## config.mk

```make
export PLATFORM = sky130hd
export DESIGN_NAME = register_bank_inc
export DESIGN_NICKNAME = d
export VERILOG_FILES = /design/src/rtl/register_bank_inc.sv
export SDC_FILE = /design/constraint.sdc
export NUM_CORES = 1
export LEC_CHECK = 0
export ABC_AREA = 1
export CAP_MARGIN = 20
export CORE_AREA = 4 4 102 104
export DETAILED_ROUTE_END_ITERATION = 10
export DIE_AREA = 0 0 106 108
export PLACE_DENSITY = 0.54
export SYNTH_ARGS = -nofsm -noshare
export SYNTH_HDL_FRONTEND = slang
export SYNTH_SLANG_ARGS = --single-unit
```

## constraint.sdc

```tcl
create_clock -name clk -period 4 [get_ports clk]
set_input_delay 0.8 -clock clk [delete_from_list [all_inputs] [get_ports clk]]
set_output_delay 0.8 -clock clk [all_outputs]
set_load 0.005 [all_outputs]
```

## src/rtl/register_bank_inc.sv

```systemverilog
// rtl/register_bank_inc.sv - bank of CHANNELS N-bit load/increment/decrement registers
// with wrap or saturate arithmetic and per-channel sticky overflow flags behind one shared port.
module register_bank_inc #(
    parameter int N        = 8,
    parameter int CHANNELS = 4,
    parameter int SATURATE = 0,
    localparam int SW      = (CHANNELS > 1) ? $clog2(CHANNELS) : 1
) (
    input  logic          clk,
    input  logic          rst,
    input  logic [SW-1:0] sel,
    input  logic [N-1:0]  data_in,
    input  logic          write,
    input  logic          increment,
    input  logic          decrement,
    input  logic          read,
    output logic [N-1:0]  data_out,
    output logic          flag_out,
    output logic          zero
);

    logic [N-1:0]        regs [CHANNELS];
    logic [CHANNELS-1:0] flags;

    logic [N-1:0] cur_val;
    logic         cur_flag;
    logic         sel_valid;
    logic [N-1:0] next_val;
    logic         ovf;

    // Explicit mux so an out-of-range sel reads as an empty channel instead of indexing past the array.
    always_comb begin
        cur_val   = '0;
        cur_flag  = 1'b0;
        sel_valid = 1'b0;
        for (int i = 0; i < CHANNELS; i++) begin
            if (sel == SW'(i)) begin
                cur_val   = regs[i];
                cur_flag  = flags[i];
                sel_valid = 1'b1;
            end
        end
    end

    always_comb begin
        next_val = cur_val;
        ovf      = 1'b0;
        if (increment && !decrement) begin
            if (cur_val == {N{1'b1}}) begin
                ovf      = 1'b1;
                next_val = (SATURATE != 0) ? cur_val : '0;
            end else begin
                next_val = cur_val + N'(1);
            end
        end else if (decrement && !increment) begin
            if (cur_val == '0) begin
                ovf      = 1'b1;
                next_val = (SATURATE != 0) ? cur_val : {N{1'b1}};
            end else begin
                next_val = cur_val - N'(1);
            end
        end
    end

    always_ff @(posedge clk) begin
        if (rst) begin
            for (int i = 0; i < CHANNELS; i++) begin
                regs[i] <= '0;
            end
            flags <= '0;
        end else begin
            for (int i = 0; i < CHANNELS; i++) begin
                if (sel == SW'(i)) begin
                    if (write) begin
                        regs[i]  <= data_in;
                        flags[i] <= 1'b0;
                    end else begin
                        regs[i] <= next_val;
                        if (ovf) begin
                            flags[i] <= 1'b1;
                        end
                    end
                end
            end
        end
    end

    assign data_out = read ? cur_val : '0;
    assign flag_out = read & cur_flag;
    assign zero     = sel_valid & (cur_val == '0);

endmodule
```

==> impl_results.html <==
<table>
<tr><th>Metric</th><th>Value</th></tr>
<tr><th colspan="2">Outcome</th></tr>
<tr><td>Status</td><td>finished clean</td></tr>
<tr><th colspan="2">Floorplanning</th></tr>
<tr><td>Die Span Y</td><td>108 um</td></tr>
<tr><td>Die outline area</td><td>11,400 um2</td></tr>
<tr><td>Ports</td><td>26</td></tr>
<tr><td>Core area</td><td>9550 um2</td></tr>
<tr><td>Initial cell density of the core</td><td>27.4%</td></tr>
<tr><td>Row count</td><td>36</td></tr>
<tr><td>Die W</td><td>106 um</td></tr>
<tr><th colspan="2">Synthesis</th></tr>
<tr><td>Synthesized area per cell</td><td>7.43 um2</td></tr>
<tr><td>YS warnings</td><td>0</td></tr>
<tr><td>Number of distinct library cell variants in the gate-level netlist after synthesis</td><td>35</td></tr>
<tr><td>Post-synthesis sequential area ratio</td><td>39.8%</td></tr>
<tr><td>Combined area of all synthesized cells</td><td>2620 um2</td></tr>
<tr><td>Number of flip-flops and latches in the synthesized netlist</td><td>36</td></tr>
<tr><td>Syn Inst Count</td><td>352</td></tr>
<tr><td>Net count of the mapped netlist</td><td>371</td></tr>
<tr><th colspan="2">STA</th></tr>
<tr><td>Transition time at the pin with the least slew margin</td><td>0.701 ns</td></tr>
<tr><td>Fraction of the cycle the final worst path needs</td><td>95.9%</td></tr>
<tr><td>Smallest setup slack after layout</td><td>0.164 ns</td></tr>
<tr><td>Number of failing hold endpoints at the final stage</td><td>0</td></tr>
<tr><td>Worst hold slack after final layout</td><td>0.473 ns</td></tr>
<tr><td>Maximum operating frequency</td><td>261 MHz</td></tr>
<tr><td>RSZ-0062 raised after global routing</td><td>no</td></tr>
<tr><td>Fin Clk Skew</td><td>0.00942 ns</td></tr>
<tr><td>Setup Total Neg Slack</td><td>0 ns</td></tr>
<tr><td>Number of pins with negative max-slew slack in the final report</td><td>0</td></tr>
<tr><td>Post-route minimum period</td><td>3.84 ns</td></tr>
<tr><td>Slew headroom</td><td>53.1%</td></tr>
<tr><td>Setup violators final</td><td>0</td></tr>
<tr><th colspan="2">Setup path</th></tr>
<tr><td>Setup Crit Path Kind</td><td>in2out</td></tr>
<tr><td>CP endpoint kind</td><td>output port</td></tr>
<tr><td>Maximum fanout along the worst path</td><td>6</td></tr>
<tr><td>Worst path arrival time</td><td>3.04 ns</td></tr>
<tr><td>Worst Path Required</td><td>3.20 ns</td></tr>
<tr><td>Launching element type of the critical path</td><td>input pin</td></tr>
<tr><th colspan="2">Power and ir drop</th></tr>
<tr><td>Leak</td><td>1.45 nW</td></tr>
<tr><td>Total design power</td><td>1.00 mW</td></tr>
<tr><td>Maximum VDD drop</td><td>118 uV</td></tr>
<tr><td>Power density over the cells</td><td>314 nW/um2</td></tr>
<tr><th colspan="2">Route</th></tr>
<tr><td>First-iteration detailed-routing DRC count</td><td>253</td></tr>
<tr><td>Detailed Route WL</td><td>7.79 mm</td></tr>
<tr><td>Average wire per cell in the routed design</td><td>14.8 um</td></tr>
<tr><td>Number of search-and-repair iterations in the first detailed-routing pass</td><td>4</td></tr>
<tr><td>Final antenna-violating net count</td><td>0</td></tr>
<tr><td>Vias per cell</td><td>4.75</td></tr>
<tr><td>Drt drc</td><td>0</td></tr>
<tr><td>Via count</td><td>2,495</td></tr>
<tr><th colspan="2">Place</th></tr>
<tr><td>Post-Place Cells</td><td>517</td></tr>
<tr><td>DP Area</td><td>3090 um2</td></tr>
<tr><td>Final HPWL from detailed placement</td><td>6.26 mm</td></tr>
<tr><td>Input/output buffers</td><td>25</td></tr>
<tr><td>Routability congestion estimate from global placement</td><td>0.869</td></tr>
<tr><td>Placement Setup Slack</td><td>0.158 ns</td></tr>
<tr><th colspan="2">Min path</th></tr>
<tr><td>Worst hold path class</td><td>reg2reg</td></tr>
<tr><th colspan="2">Clock tree</th></tr>
<tr><td>Clock tree from TritonCTS</td><td>done</td></tr>
<tr><td>Post CTS Setup Buffer Count</td><td>0</td></tr>
<tr><td>CTS Sinks</td><td>36</td></tr>
<tr><td>Total CTS buffers</td><td>5</td></tr>
<tr><td>Clock H-tree levels</td><td>2</td></tr>
<tr><td>Later-pin clock latency in the skew report</td><td>0.29 ns</td></tr>
<tr><td>Maximum buffer depth of the clock tree</td><td>2</td></tr>
<tr><td>Clk pin slew, worst setup/hold paths</td><td>0.08 ns</td></tr>
<tr><td>Clock root buffer</td><td>sky130_fd_sc_hd__clkbuf_8</td></tr>
<tr><th colspan="2">Cells and area</th></tr>
<tr><td>Fraction of layout cells with a size suffix above 1</td><td>16.1%</td></tr>
<tr><td>Core Util, Final</td><td>33.5%</td></tr>
<tr><td>Layout overhead on the synthesized area</td><td>22.2%</td></tr>
<tr><td>Number of nets in the layout</td><td>410</td></tr>
<tr><td>Count of placed standard cells in the final layout, fillers left out</td><td>525</td></tr>
<tr><td>Post-layout instance area</td><td>3200 um2</td></tr>
<tr><td>Ant. Diodes</td><td>0</td></tr>
<tr><th colspan="2">Global route</th></tr>
<tr><td>Total routing usage reported by global routing</td><td>13.9%</td></tr>
<tr><td>Number of global-route vias before repair</td><td>2,381</td></tr>
<tr><td>First-pass GRT wire length</td><td>12.3 mm</td></tr>
<tr><td>Total overflow reported by the global router</td><td>0</td></tr>
<tr><td>Number of antenna violations at the first check in global routing</td><td>0</td></tr>
<tr><td>Largest net degree at the start of global routing</td><td>20</td></tr>
<tr><th colspan="2">Run</th></tr>
<tr><td>Max-cap violation count</td><td>0</td></tr>
</table>
layer usage:
layer	wire, um	global-route usage (%)	part of all wire, %	vias to the layer above
li1	-	-	-	1230
met1	3590	18.9	46	1197
met2	3670	22.6	47	57
met3	414	2.69	5.3	11
met4	116	4.07	1.5	0
met5	0	0	0	-
worst max-delay path, stage by stage:
cell                              delay [ns]
sky130_fd_sc_hd__clkdlybuf4s50_1        0.65
sky130_fd_sc_hd__buf_4                  0.21
sky130_fd_sc_hd__inv_2                  0.07
sky130_fd_sc_hd__nand3_1                0.09
sky130_fd_sc_hd__nand3_1                0.12
sky130_fd_sc_hd__nand2_2                0.13
sky130_fd_sc_hd__ha_1                   0.15
sky130_fd_sc_hd__inv_1                  0.06
sky130_fd_sc_hd__nor2_4                 0.13
sky130_fd_sc_hd__nand2_1                0.08
sky130_fd_sc_hd__inv_1                  0.05
sky130_fd_sc_hd__clkdlybuf4s50_1        0.48
layout make-up:
type	instances	area, um2
inverter	45	169
sequential	36	1040
multi-input combinational	265	1360
fill	1034	6350
timing repair buffer	38	350
clock inverter	2	35.0
clock buffer	6	72.6
tap	133	166
power breakdown:
group          total (mW)  switching [mW]  internal (mW)
Combinational       0.240           0.155         0.0849
Sequential          0.445          0.0111          0.434
Clock               0.317           0.133          0.185
Total                1.00           0.298          0.704
registers in the layout (all words and copies together), names as in the netlist:
register and cells:
flags 4, regs 32
cells in the mapped netlist:
master,count,area share (%)
sky130_fd_sc_hd__a21oi_1,16,3.1
sky130_fd_sc_hd__buf_2,1,0.19
sky130_fd_sc_hd__buf_4,1,0.29
sky130_fd_sc_hd__buf_6,2,0.86
sky130_fd_sc_hd__clkbuf_1,2,0.29
sky130_fd_sc_hd__clkinv_1,2,0.29
sky130_fd_sc_hd__dfxtp_1,4,3.1
sky130_fd_sc_hd__edfxtp_1,32,37
sky130_fd_sc_hd__ha_1,3,1.4
sky130_fd_sc_hd__inv_1,37,5.3
sky130_fd_sc_hd__inv_2,6,0.86
sky130_fd_sc_hd__nand2_1,89,13
sky130_fd_sc_hd__nand2_2,15,3.6
sky130_fd_sc_hd__nand2_4,3,1.3
sky130_fd_sc_hd__nand3_1,30,5.7
sky130_fd_sc_hd__nand3_2,4,1.5
sky130_fd_sc_hd__nand3_4,1,0.67
sky130_fd_sc_hd__nand4_1,11,2.6
sky130_fd_sc_hd__nand4_2,1,0.48
sky130_fd_sc_hd__nand4_4,1,0.81
sky130_fd_sc_hd__nor2_1,48,6.9
sky130_fd_sc_hd__nor2_2,2,0.48
sky130_fd_sc_hd__nor2_4,5,2.2
sky130_fd_sc_hd__nor3_1,1,0.19
sky130_fd_sc_hd__o211ai_1,1,0.29
sky130_fd_sc_hd__o21ai_0,18,3.4
sky130_fd_sc_hd__o21ai_1,1,0.19
sky130_fd_sc_hd__o21ai_2,2,0.67
sky130_fd_sc_hd__o221ai_1,1,0.33
sky130_fd_sc_hd__o22ai_1,2,0.48
sky130_fd_sc_hd__o22ai_2,1,0.48
sky130_fd_sc_hd__or2_0,1,0.24
sky130_fd_sc_hd__or2_1,2,0.48
sky130_fd_sc_hd__or2_2,2,0.48
sky130_fd_sc_hd__xor2_1,4,1.3
placed cells by master, fill, tap and decap left out, types with 11 or more instances in the layout:
cell type                          n
sky130_fd_sc_hd__a21oi_1          16
sky130_fd_sc_hd__buf_4            13
sky130_fd_sc_hd__nand3_1          30
sky130_fd_sc_hd__nor2_1           48
sky130_fd_sc_hd__nand2_1          89
sky130_fd_sc_hd__nand4_1          11
sky130_fd_sc_hd__o21ai_0          18
sky130_fd_sc_hd__inv_1            37
sky130_fd_sc_hd__clkdlybuf4s50_1  24
sky130_fd_sc_hd__nand2_2          15
sky130_fd_sc_hd__edfxtp_1         32
path summary, 6_finish.rpt:
path	start	endpoint	slack, ns	depth (start not counted)
worst min-delay path	flags[3]$_SDFFE_PP0P_	flags[3]$_SDFFE_PP0P_	0.47	2
worst max-delay path	sel[0]	zero	0.16	12
worst min register to register	flags[3]$_SDFFE_PP0P_	flags[3]$_SDFFE_PP0P_	0.47	2
worst max register to register	regs[1][0]$_SDFFCE_PN0P_	regs[1][0]$_SDFFCE_PN0P_	1.84	13
timing repair:
action | 4_1_cts | 5_1_grt
hold buffers | 0 | 0
endpoints found under the setup margin | 0 | 1
resized for setup | 0 | 1
cells by family after synthesis:
family / share of synthesized area [%]
buffers and inverters: 8.08
XOR/XNOR: 1.34
AO/OA/AOI/OAI: 8.94
flip-flops: 39.8
AND/OR/NAND/NOR: 40.4
adder cells (fa/ha/maj): 1.43
Note: power is estimated with default switching activity, not from simulation.
